**src/rtl/spi_ctrl_pkg.sv**
```systemverilog
// Shared types and default constants for the SPI transfer scheduler.
// The FSM state encoding and parameter defaults live here for the top and its arbiter.
package spi_ctrl_pkg;

  typedef enum logic [2:0] {
    ST_IDLE,
    ST_CONFIG,
    ST_START,
    ST_WAIT,
    ST_DONE
  } state_t;

  localparam int DEF_N_REQ       = 4;
  localparam int DEF_DATA_W      = 8;
  localparam int DEF_CFG_W       = 32;
  localparam int DEF_TIMEOUT_CYC = 4096;

endpackage

```
**src/rtl/spi_rr_arbiter.sv**
```systemverilog
// Round-robin one-hot selector: the lowest requester at or above i_ptr wins,
// otherwise the search wraps around to the lowest requester overall.
module spi_rr_arbiter
  import spi_ctrl_pkg::*;
#(
  parameter int N_REQ = DEF_N_REQ,
  localparam int PTR_W = $clog2(N_REQ)
) (
  input  logic [N_REQ-1:0] i_req,
  input  logic [PTR_W-1:0] i_ptr,
  output logic [N_REQ-1:0] o_grant
);

  logic [N_REQ-1:0] w_hi;
  logic [N_REQ-1:0] w_pick;

  genvar gi;
  generate
    for (gi = 0; gi < N_REQ; gi++) begin : g_hi
      assign w_hi[gi] = i_req[gi] && (PTR_W'(gi) >= i_ptr);
    end
  endgenerate

  // Two-level priority: masked upper region first, then the full vector (wrap).
  assign w_pick  = (|w_hi) ? w_hi : i_req;
  assign o_grant = w_pick & (~w_pick + N_REQ'(1));

endmodule

```
**src/rtl/spi_xfer_scheduler.sv**
```systemverilog
// Shares one SPI core among N_REQ requesters: round-robin grant, config/start
// handshake to the core, interrupt wait with timeout, and a one-cycle done pulse.
module spi_xfer_scheduler
  import spi_ctrl_pkg::*;
#(
  parameter int N_REQ       = DEF_N_REQ,
  parameter int DATA_W      = DEF_DATA_W,
  parameter int CFG_W       = DEF_CFG_W,
  parameter int TIMEOUT_CYC = DEF_TIMEOUT_CYC
) (
  input  logic                    i_sys_clk,
  input  logic                    i_sys_rst,
  input  logic [N_REQ-1:0]        i_req,
  input  logic [N_REQ*DATA_W-1:0] i_req_data,
  input  logic [N_REQ*CFG_W-1:0]  i_req_cfg,
  output logic [N_REQ-1:0]        o_grant,
  output logic [N_REQ-1:0]        o_done,
  output logic                    o_timeout,
  output logic [DATA_W-1:0]       o_rsp_data,
  output logic [DATA_W-1:0]       o_spi_data,
  output logic [CFG_W-1:0]        o_spi_config,
  output logic                    o_spi_trans_en,
  input  logic                    i_spi_interrupt,
  input  logic [DATA_W-1:0]       i_spi_rdata,
  output logic                    o_busy
);

  localparam int PTR_W = $clog2(N_REQ);
  localparam int CNT_W = $clog2(TIMEOUT_CYC + 1);

  state_t              r_state;
  logic [PTR_W-1:0]    r_ptr;
  logic [N_REQ-1:0]    r_grant;
  logic [N_REQ-1:0]    r_done;
  logic                r_timeout;
  logic [DATA_W-1:0]   r_rsp_data;
  logic [DATA_W-1:0]   r_spi_data;
  logic [CFG_W-1:0]    r_spi_config;
  logic                r_trans_en;
  logic                r_busy;
  logic [CNT_W-1:0]    r_cnt;

  logic [N_REQ-1:0]    w_win;
  logic [PTR_W-1:0]    w_win_idx;
  logic [PTR_W-1:0]    w_next_ptr;
  logic [DATA_W-1:0]   w_win_data;
  logic [CFG_W-1:0]    w_win_cfg;
  logic [CNT_W-1:0]    w_cnt_inc;

  spi_rr_arbiter #(
    .N_REQ (N_REQ)
  ) u_arb (
    .i_req   (i_req),
    .i_ptr   (r_ptr),
    .o_grant (w_win)
  );

  always_comb begin
    w_win_idx  = '0;
    w_win_data = '0;
    w_win_cfg  = '0;
    for (int k = 0; k < N_REQ; k++) begin
      if (w_win[k]) begin
        w_win_idx  = w_win_idx | PTR_W'(k);
        w_win_data = w_win_data | i_req_data[k*DATA_W +: DATA_W];
        w_win_cfg  = w_win_cfg | i_req_cfg[k*CFG_W +: CFG_W];
      end
    end
  end

  assign w_next_ptr = (w_win_idx == PTR_W'(N_REQ - 1)) ? '0 : w_win_idx + PTR_W'(1);

  // Counts START plus WAIT clocks; it reaches TIMEOUT_CYC on the edge that would leave WAIT.
  assign w_cnt_inc = (r_cnt == CNT_W'(TIMEOUT_CYC)) ? r_cnt : r_cnt + CNT_W'(1);

  always_ff @(posedge i_sys_clk or posedge i_sys_rst) begin
    if (i_sys_rst) begin
      r_state      <= ST_IDLE;
      r_ptr        <= '0;
      r_grant      <= '0;
      r_done       <= '0;
      r_timeout    <= 1'b0;
      r_rsp_data   <= '0;
      r_spi_data   <= '0;
      r_spi_config <= '0;
      r_trans_en   <= 1'b0;
      r_busy       <= 1'b0;
      r_cnt        <= '0;
    end else begin
      r_done    <= '0;
      r_timeout <= 1'b0;
      case (r_state)
        ST_IDLE: begin
          if (|i_req) begin
            r_grant      <= w_win;
            r_ptr        <= w_next_ptr;
            r_spi_data   <= w_win_data;
            r_spi_config <= w_win_cfg;
            r_busy       <= 1'b1;
            r_state      <= ST_CONFIG;
          end
        end
        ST_CONFIG: begin
          r_trans_en <= 1'b1;
          r_cnt      <= '0;
          r_state    <= ST_START;
        end
        ST_START: begin
          r_trans_en <= 1'b0;
          r_cnt      <= w_cnt_inc;
          r_state    <= ST_WAIT;
        end
        ST_WAIT: begin
          r_cnt <= w_cnt_inc;
          // Interrupt is checked first so a coincident timeout still counts as success.
          if (i_spi_interrupt) begin
            r_rsp_data <= i_spi_rdata;
            r_done     <= r_grant;
            r_state    <= ST_DONE;
          end else if (w_cnt_inc == CNT_W'(TIMEOUT_CYC)) begin
            r_rsp_data <= '0;
            r_done     <= r_grant;
            r_timeout  <= 1'b1;
            r_state    <= ST_DONE;
          end
        end
        ST_DONE: begin
          r_grant      <= '0;
          r_busy       <= 1'b0;
          r_rsp_data   <= '0;
          r_spi_data   <= '0;
          r_spi_config <= '0;
          r_state      <= ST_IDLE;
        end
        default: r_state <= ST_IDLE;
      endcase
    end
  end

  assign o_grant        = r_grant;
  assign o_done         = r_done;
  assign o_timeout      = r_timeout;
  assign o_rsp_data     = r_rsp_data;
  assign o_spi_data     = r_spi_data;
  assign o_spi_config   = r_spi_config;
  assign o_spi_trans_en = r_trans_en;
  assign o_busy         = r_busy;

endmodule

```
**config.mk**
```make
export PLATFORM = sky130hd
export DESIGN_NAME = spi_xfer_scheduler
export DESIGN_NICKNAME = d
export VERILOG_FILES = /design/src/rtl/spi_ctrl_pkg.sv /design/src/rtl/spi_rr_arbiter.sv /design/src/rtl/spi_xfer_scheduler.sv
export SDC_FILE = /design/constraint.sdc
export NUM_CORES = 1
export LEC_CHECK = 0
export ABC_AREA = 1
export CAP_MARGIN = 20
export CORE_ASPECT_RATIO = 1.75
export CORE_MARGIN = 8
export CORE_UTILIZATION = 36
export CTS_CLUSTER_DIAMETER = 80
export DETAILED_ROUTE_END_ITERATION = 8
export PLACE_DENSITY = 0.82
export SLEW_MARGIN = 20
export SYNTH_ARGS = -nofsm -noshare
export SYNTH_HDL_FRONTEND = slang
export SYNTH_SLANG_ARGS = --single-unit
```
**constraint.sdc**
```tcl
create_clock -name i_sys_clk -period 2.3 [get_ports i_sys_clk]
set_input_delay 0.46 -clock i_sys_clk [delete_from_list [all_inputs] [get_ports i_sys_clk]]
set_output_delay 0.46 -clock i_sys_clk [all_outputs]
set_load 0.02 [all_outputs]
```
==> run metrics, run 1 <==
status complete, no violations; crit-path cells clkdlybuf4s50_1, nand2_2, nand4_1, a21boi_4, buf_4, nand2_1, nor2_2, buf_12, a21oi_1, nand3_1; CTS sink count 77; cts bufs inserted 9; Max Slew Vio Count 0; vias per cell 5.05; CP max-delay cell clkdlybuf4s50_1; setup TNS after final layout 0 ns; synthesized area per cell 7.00 µm²; aggregate routed wire length 18700 µm; Synthesis Warnings 0; Clock Skew 0.00870 ns; layout cells sized above 1 8.20%; antenna violations before repair 1; Worst Hold Launch o_spi_config[2]; vias in the first global route 5618; WHS Path Cells 2; Crit Path Class input port to flop; Worst R2R Setup Slack 0.18 ns; Leak 3.38 nW; Final HPWL DP 14700 µm; area leader, netlist dfrtp_1; crit share post-route 94.2%; # H-tree levels 3; io pins 234; final net count 1062; Post-CTS Hold Fix Bufs 0; Hold Path Class flop to flop; Final ANT Viol Nets 0; Core Region 12300 µm²; Peak Freq 462 MHz; R2R depth 15; Critical Path RT 2.57 ns; Worst-path clk slew 0.06 ns; commonest cells in the netlist nand2_1 (245), nand3_1 (106), dfrtp_1 (77); clock root buffer clkbuf_16; P&R area growth vs syn 68.5%; number of synthesized register bits 77; sequential-to-total area share from yosys stat 42.9%; Fin. Hold Viols 0; post-layout util 61.6%; clk_lat worst skew 0.34 ns; Crit. End Element flop; Max IR drop VDD 575 µV; Post-synth EDFFs 0; Slew HR 49.4%; pwr/cell area 1060 nW/µm²; Yosys top cell area share 42.9%; Area contributors post-synth dfrtp_1 (43%), nand2_1 (20%), nand3_1 (12%), nand4_1 (3.6%), a21oi_1 (3.6%); DRC violations left 0; reg2reg start r_cnt[0]; die height 164 µm; vias 5352; mapped cell area 4490 µm²; wire per inst 17.6 µm; reg2reg end o_rsp_data[0]; CTS tree yes; routability congestion estimate 0.927; total track usage 23.0%; Max-cap violations 0; ys async rst share 100%; first-pass GRT wire length 29100 µm; Crit Path Max Fanout 19; Synth Flop Type dfrtp_1; clk buf depth 2; die area 16500 µm²; Die W 100 µm; WP data arrival 2.43 ns; crit path time final 2.17 ns; First-pass DRT Iterations 5; Syn Nets 819; count leader, synth nand2_1; port bufs 233; crit-path max cell delay 0.49 ns; setup violators final 0; GRT overflow 0; Cell variety after synth 29; largest net degree at the start of global routing 31; Worst Tran Pin Value 0.756 ns; crit path launch type input port; num rows 54; DR iter-0 viols 183; Synth Instances 642; Min-Delay Endpoint o_spi_config[2]; initial core utilization 36.5%
## through the flow
step	total power, mW	hold WS [ns]	area (µm²)	std cells	setup slack (ns)
floorplan	4.47	0.467	4500	642	0.457
CTS	8.03	0.480	7550	1057	0.106
global route	8.52	0.501	7570	1059	-0.0508
detailed placement	6.56	0.465	7250	1041	-0.236
finish	7.99	0.479	7570	1059	0.134
global placement	6.48	0.462	7250	1041	-0.106
## power breakdown
| part | switching (mW) | internal (mW) |
|---|---|---|
| Combinational | 2.51 | 1.89 |
| Sequential | 0.311 | 1.84 |
| Clock | 0.596 | 0.846 |
| Total | 3.42 | 4.57 |
## how the worst max path moves through the flow
stage / from / end / depth (start not counted)
after global placement: i_req[0] / o_spi_config[2] / 11
final: i_req[0] / o_spi_config[29] / 10
after detailed placement: i_req[0] / o_spi_config[20] / 11
after global routing: r_cnt[0] / o_rsp_data[0] / 15
after floorplan: r_cnt[0] / o_rsp_data[0] / 15
after CTS: i_req[0] / o_spi_config[0] / 11
## registers in the layout (all words and copies together) (netlist names)
signal and flops:
o_spi_data 8, o_busy 1, o_spi_trans_en 1, r_state 3
r_cnt 13, o_rsp_data 8, r_ptr 2, o_spi_config 32
o_done 4, o_grant 4, o_timeout 1
## cell families after synthesis
logic type	Yosys count	share of synthesized area [%]
flip-flops	77	42.9
buffers and inverters	68	6.63
AND/OR/NAND/NOR	431	41.7
XOR/XNOR	6	1.17
adder cells (fa/ha/maj)	2	0.557
AO/OA/AOI/OAI	58	7.02
## critical path: cells and delay by family
kind | cells | cell delay [ns]
AND/OR/NAND/NOR | 5 | 0.73
buffers and inverters | 3 | 0.93
AO/OA/AOI/OAI | 2 | 0.31
## layout by cell type (no fill, tap or decap), types with 2 or more instances in the layout
cell type        instances
nor2_2                  11
dfrtp_1                 76
nand2_2                  4
nand4_1                 26
o22ai_1                  7
clkbuf_16                9
nor2_4                   2
inv_1                   31
nor2_1                  30
nor3_1                   4
buf_12                  10
clkinv_4                 3
o21ai_0                 13
a21oi_1                 32
ha_1                     2
nand3_1                106
buf_4                   21
nand2_1                244
inv_2                    3
clkbuf_1                 2
a31oi_1                  3
clkdlybuf4s50_1        233
xor2_1                   5
## final cells by class
class	instances	area [µm²]
Inverter	36	141
Sequential cell	77	1930
Fill cell	1123	4730
Tap cell	168	210
Multi-Input combinational cell	497	2300
Antenna cell	1	2.50
Timing Repair Buffer	264	2690
Clock inverter	5	61.3
Clock buffer	11	233
## routing by layer
layer / track usage, % / up-vias / wire, µm / share of wire [%]
li1: - / 2600 / - / -
met1: 22.7 / 2471 / 6320 / 34
met2: 42.1 / 224 / 10100 / 54
met3: 6.62 / 57 / 1390 / 7.4
met4: 12.4 / 0 / 852 / 4.6
met5: 0 / - / 0 / 0
## repair_timing
item | in CTS | in global routing
endpoints found under the hold margin | 0 | 0
setup endpoints to repair | 0 | 31
gates resized for setup | 0 | 5
setup buffers | 0 | 1
No activity file was read; power rests on OpenSTA's default activity.
==> run 2: changes to the inputs <==
CORE_UTILIZATION = 30   (was 36)
PLACE_DENSITY = 0.71   (was 0.82)
==> run 2 against run 1 <==
- register-to-register slack about the same
- sequential power about the same
- wire length about the same
- first-iteration DRC count increased by 49%
- critical endpoint is now o_rsp_data[3]
- largest cell class unchanged
- highest routed layer unchanged
==> run metrics, run 2 (synthesis gave the netlist of run 1 again) <==
status complete, no violations; vias in the first global route 5522 (-1.7%); CTS tree yes; GRT overflow 0 (unchanged); reg2reg end o_rsp_data[3]; clk buf depth 2 (unchanged); setup TNS after final layout 0 ns (unchanged); pwr/cell area 1050 nW/µm² (-0.60%); Worst R2R Setup Slack 0.19 ns (about the same); pre-CTS WS 0.0219 ns (+0.258 ns); Worst Hold Launch o_spi_data[7]; Core Region 14800 µm² (+20%); CTS sink count 77 (unchanged); Peak Freq 475 MHz (+2.8%); vias 5296 (-1.0%); crit-path cells ha_1, nand3_2, nor2_4, nand2_1, nand2_1, nand2_1, nor2_1, nand2_1, nor2_1, nand2_1, nand2_2, nand2_4, nand3_1, nand2_1; Overall Power 7.94 mW (-0.61%); Buf+Inv Stages, Crit Path 0 (-3); crit share post-route 91.6% (-2.6 points); num rows 59 (+9.3%); # H-tree levels 3 (unchanged); CP max-delay cell dfrtp_2; Worst Tran Pin Value 0.876 ns (+0.119 ns); largest net degree at the start of global routing 78 (+150%); final net count 1065 (+0.28%); crit path launch type flop; Clock Skew 0.00899 ns (+0.000286 ns); initial core utilization 30.4% (-6.1 points); vias per cell 4.92 (-2.7%); Post-CTS Hold Fix Bufs 0 (unchanged); layout cells sized above 1 8.29% (+0.084 points); DR iter-0 viols 272 (+49%); WP data arrival 2.33 ns (-0.10 ns); cts bufs inserted 9 (unchanged); CP Launch Point r_cnt[0]; first-pass GRT wire length 29200 µm (+0.36%); Die W 109 µm (+8.0%); total track usage 19.4% (-3.6 points); io pins 234 (unchanged); Largest register FFs 32 (unchanged); Max IR drop VDD 489 µV (-15%); clk_lat worst skew 0.33 ns (about the same); die height 178 µm (+8.6%); most used cell along the critical path nand2_1; Critical Path RT 2.52 ns (-0.05 ns); Worst-path clk slew 0.06 ns (about the same); design area 7570 µm² (about the same); Setup WS post-layout 0.194 ns (+0.0595 ns); most common cell after layout, fill and taps aside nand2_1; Hold Path Class flop to flop; P&R area growth vs syn 68.4% (about the same); Slew HR 41.2% (-8.2 points); wire per inst 17.3 µm (-1.7%); R2R depth 14 (-1); routability congestion estimate 0.879 (-5.2%); antenna violations before repair 1 (unchanged); crit path time final 2.11 ns (-0.0595 ns); Crit Path Class flop to flop; non-filler instance count after layout 1077 (+1.7%); aggregate routed wire length 18700 µm (about the same); Min-Delay Endpoint o_spi_data[7]; clock root buffer clkbuf_16; Final HPWL DP 14600 µm (-0.22%); port bufs 233 (unchanged); RSZ-0062 raised after global routing no; crit-path max cell delay 0.43 ns (-0.06 ns); Crit. End Element flop; DRC violations left 0 (unchanged); Final ANT Viol Nets 0 (unchanged); die area 19300 µm² (+17%); setup violators final 0 (unchanged); placed cell count 1059 (+1.7%); Max-cap violations 0 (unchanged); commonest non-fill, non-tap cells in the layout nand2_1 (244), clkdlybuf4s50_1 (233), nand3_1 (106); WHS Path Cells 2 (unchanged); CP top delay family simple AND/OR/NAND/NOR gates; Leak 3.38 nW (about the same); reg2reg start r_cnt[0]; Max Slew Vio Count 0 (unchanged); Crit Path Max Fanout 7 (-12); Fin. Hold Viols 0 (unchanged); placed cell area 7280 µm² (+0.33%); First-pass DRT Iterations 4 (-1)
[run 2: cell count changes in the layout (fill, tap and decap cells not counted), moves of 2 or more]
cell | before | now
buf_4 | 21 | 24
clkinv_4 | 3 | 1
nor2_1 | 30 | 32
nor2_2 | 11 | 9
[run 2: worst reg2reg max path: stages (launching register included)]
cell and delay [ns]:
dfrtp_2 0.43, ha_1 0.25, nand3_2 0.11, nor2_4 0.20, nand2_1 0.08, nand2_1 0.06, nand2_1 0.10, nor2_1 0.12
nand2_1 0.06, nor2_1 0.10, nand2_1 0.09, nand2_2 0.12, nand2_4 0.11, nand3_1 0.11, nand2_1 0.06
[run 2: metal layers]
layer	vias to the layer above	GRT usage, %	part of all wire (%)
li1	2610	-	-
met1	2425	21.4	37
met2	206	33.7	53
met5	-	0	0
met3	55	4.25	5.4
met4	0	10.4	4.9
[run 2: timing repair]
item                                    CTS  global route
resized for setup                         0             4
endpoints found under the setup margin    0            13
buffers inserted                          0             0
[run 2: worst max-delay path by stage]
stage               slack (ns)               to  cells after the start
floorplan                 0.46    o_rsp_data[0]                     15
global placement         0.007       o_grant[3]                     10
detailed placement        0.02  o_spi_config[8]                     11
CTS                       0.09    o_rsp_data[6]                     14
global route              0.02    o_rsp_data[6]                     15
finish                    0.19    o_rsp_data[3]                     14
[run 2: metrics by stage]
stage | hold slack, ns | util (%)
after floorplan | 0.467 | -
after global placement | 0.462 | 49.3
after detailed placement | 0.465 | 49.3
after CTS | 0.480 | 51.1
after global routing | 0.495 | 51.3
final | 0.475 | 51.3
[run 2: power by group]
group          leakage, nW  internal [mW]  switching (mW)  total, mW
Combinational         2.25           1.94            2.53       4.47
Sequential           0.997           1.84           0.322       2.16
Clock                0.130          0.734           0.575       1.31
Total                 3.38           4.51            3.43       7.94
[run 2: cell type report]
class                   count  area [µm²]
inverters                  36         139
well taps                 183         229
fillers                  1452        7200
repair buffers            266        2690
clock inverters             5        35.0
flip-flops and latches     77        1930
clock buffers              11         233
multi-input cells         498        2310
diodes                      1        2.50
==> run 3: changes to the inputs <==
CTS_CLUSTER_DIAMETER = unset   (was 80)
PLACE_DENSITY = unset   (was 0.71)
PLACE_DENSITY_LB_ADDON = 0.25   (was unset)
==> run 3 against run 2 <==
- clock power grew 25%
- design area up 1.6%
- critical path depth down 3
- combinational power rose by 1%
- critical path type is now input port to flop
- via count is the same
- critical endpoint is now o_spi_config[22]
==> run metrics, run 3 (synthesis gave the netlist of run 1 again) <==
final net count 1069 (+0.38%); Max-cap violations 0 (unchanged); pwr/cell area 1080 nW/µm² (+3.1%); Max Slew Vio Count 0 (unchanged); CTS sink count 77 (unchanged); vias in the first global route 5641 (+2.2%); setup violators final 0 (unchanged); routability congestion estimate 0.919 (+4.5%); GRT overflow 0 (unchanged); aggregate routed wire length 19300 µm (+3.3%); CTS tree yes; crit-path max cell delay 0.55 ns (+0.12 ns); P&R area growth vs syn 71.1%; layout cells sized above 1 8.70% (+0.41 points); Clock Skew 0.00797 ns (-0.00101 ns); Hold Path Class input port to async pin; setup TNS after final layout 0 ns (unchanged); initial core utilization 30.4% (unchanged); Inserted Diodes 0 (-1); Post-CTS Hold Fix Bufs 0 (unchanged); Buf+Inv Stages, Crit Path 2 (+2); num rows 59 (unchanged); pre-CTS WS -0.189 ns (-0.211 ns); Crit. End Element flop; clk buf depth 2 (unchanged); cts bufs inserted 9 (unchanged); Final HPWL DP 15400 µm (+5.2%); Setup WS post-layout 0.164 ns (-0.0295 ns); Worst Tran Pin Value 0.562 ns (-0.314 ns); Final ANT Viol Nets 0 (unchanged); Peak Freq 468 MHz (-1.4%); DR iter-0 viols 135 (-50%); Core Region 14800 µm² (unchanged); non-filler instance count after layout 1080 (+0.28%); Worst-path clk slew 0.06 ns (about the same); post-layout util 52.1% (+0.81 points); DRC violations left 0 (unchanged); most used cell along the critical path nand2_1; wire per inst 17.9 µm (+3.1%); clk_lat worst skew 0.34 ns (about the same); most common cell after layout, fill and taps aside nand2_1; Fin. Hold Viols 0 (unchanged); commonest non-fill, non-tap cells in the layout nand2_1 (245), clkdlybuf4s50_1 (233), nand3_1 (106); Largest register FFs 32 (unchanged); RSZ-0062 raised after global routing no; register area 1930 µm² (about the same); status complete, no violations; crit-path cells clkdlybuf4s50_1, nand2_1, nand4_1, o21ai_4, nor2_2, nand2_2, inv_2, nand2_1, nand4_1, nand2_1, nand2_1; die area 19300 µm² (unchanged); WP data arrival 2.41 ns (+0.08 ns); Layout fillers 1457 (+0.34%); total track usage 20.5% (+1.1 points); Crit Path Class input port to flop; Slew HR 62.3% (+21 points); CP top delay family buffers and inverters; first-pass GRT wire length 30400 µm (+4.1%); io pins 234 (unchanged); Die W 109 µm (unchanged); Max IR drop VDD 487 µV (-0.39%); antenna violations before repair 0 (-1); die height 178 µm (unchanged); Leak 3.43 nW (+1.6%); First-pass DRT Iterations 4 (unchanged); crit path time final 2.14 ns (+0.0295 ns); Multi-input gate area 2300 µm² (-0.49%); vias per cell 4.90 (-0.28%); port bufs 233 (unchanged); crit path launch type input port; crit share post-route 92.9% (+1.3 points); clock root buffer clkbuf_16; CP max-delay cell clkdlybuf4s50_1; Crit Path Max Fanout 28 (+21); vias 5296 (unchanged); Critical Path RT 2.58 ns (+0.06 ns); largest net degree at the start of global routing 39 (-50%); # H-tree levels 3 (unchanged); placed cell count 1064 (+0.47%)
==> run 3: changes by cell type in the layout (fill, tap and decap cells not counted), sizes merged <==
cell / before / now
buf: 33 / 38
clkbuf: 11 / 10
diode: 1 / 0
bufinv: 0 / 3
clkinv: 3 / 2
nand2: 250 / 249
inv: 36 / 35
==> run 3: where the power goes <==
| part | internal, mW | leakage [nW] | switching [mW] | total (mW) |
|---|---|---|---|---|
| logic | 1.97 | 2.27 | 2.56 | 4.53 |
| clock network | 1.06 | 0.163 | 0.578 | 1.64 |
| registers | 1.83 | 0.998 | 0.313 | 2.15 |
| total | 4.86 | 3.43 | 3.46 | 8.32 |
==> run 3: cell type report <==
class	instances	share of cell area (%)
Tap cell	183	2.98
Timing Repair Buffer	271	35.8
Sequential cell	77	25.1
Clock inverter	6	1.45
Clock buffer	10	2.98
Multi-Input combinational cell	497	29.9
Inverter	36	1.81
==> run 3: final timing paths <==
path                             startpoint          endpoint  slack [ns]  depth (start not counted)
min in group i_sys_clk     o_spi_config[17]  o_spi_config[17]        0.48                          2
hold reg to reg            o_spi_config[17]  o_spi_config[17]        0.48                          2
max in group asynchronous         i_sys_rst          r_cnt[2]        1.38                          3
hold / removal                    i_sys_rst   o_spi_config[7]        0.43                          2
setup / recovery                   i_req[0]  o_spi_config[22]        0.16                         11
setup reg to reg                   r_cnt[1]     o_rsp_data[4]        0.27                         15
==> run 3: layer usage <==
layer | global-route usage, % | up-vias | share of wire [%]
li1 | - | 2613 | -
met1 | 20.1 | 2478 | 34
met2 | 39.4 | 179 | 57
met3 | 5.38 | 26 | 6.4
met4 | 7.34 | 0 | 2.6
met5 | 0 | - | 0
==> run 3: through the flow <==
step	instance area, µm²	hold WS, ns	power (mW)
after detailed placement	7340	0.465	6.72
after floorplan	4500	0.467	4.47
after global routing	7690	0.451	8.88
after CTS	7680	0.427	8.39
final	7690	0.431	8.32
after global placement	7340	0.465	6.68
==> run 3: what timing repair did <==
item | in CTS | in global routing
gates resized for setup | 0 | 1
setup endpoints to repair | 0 | 8
setup buffers | 0 | 0
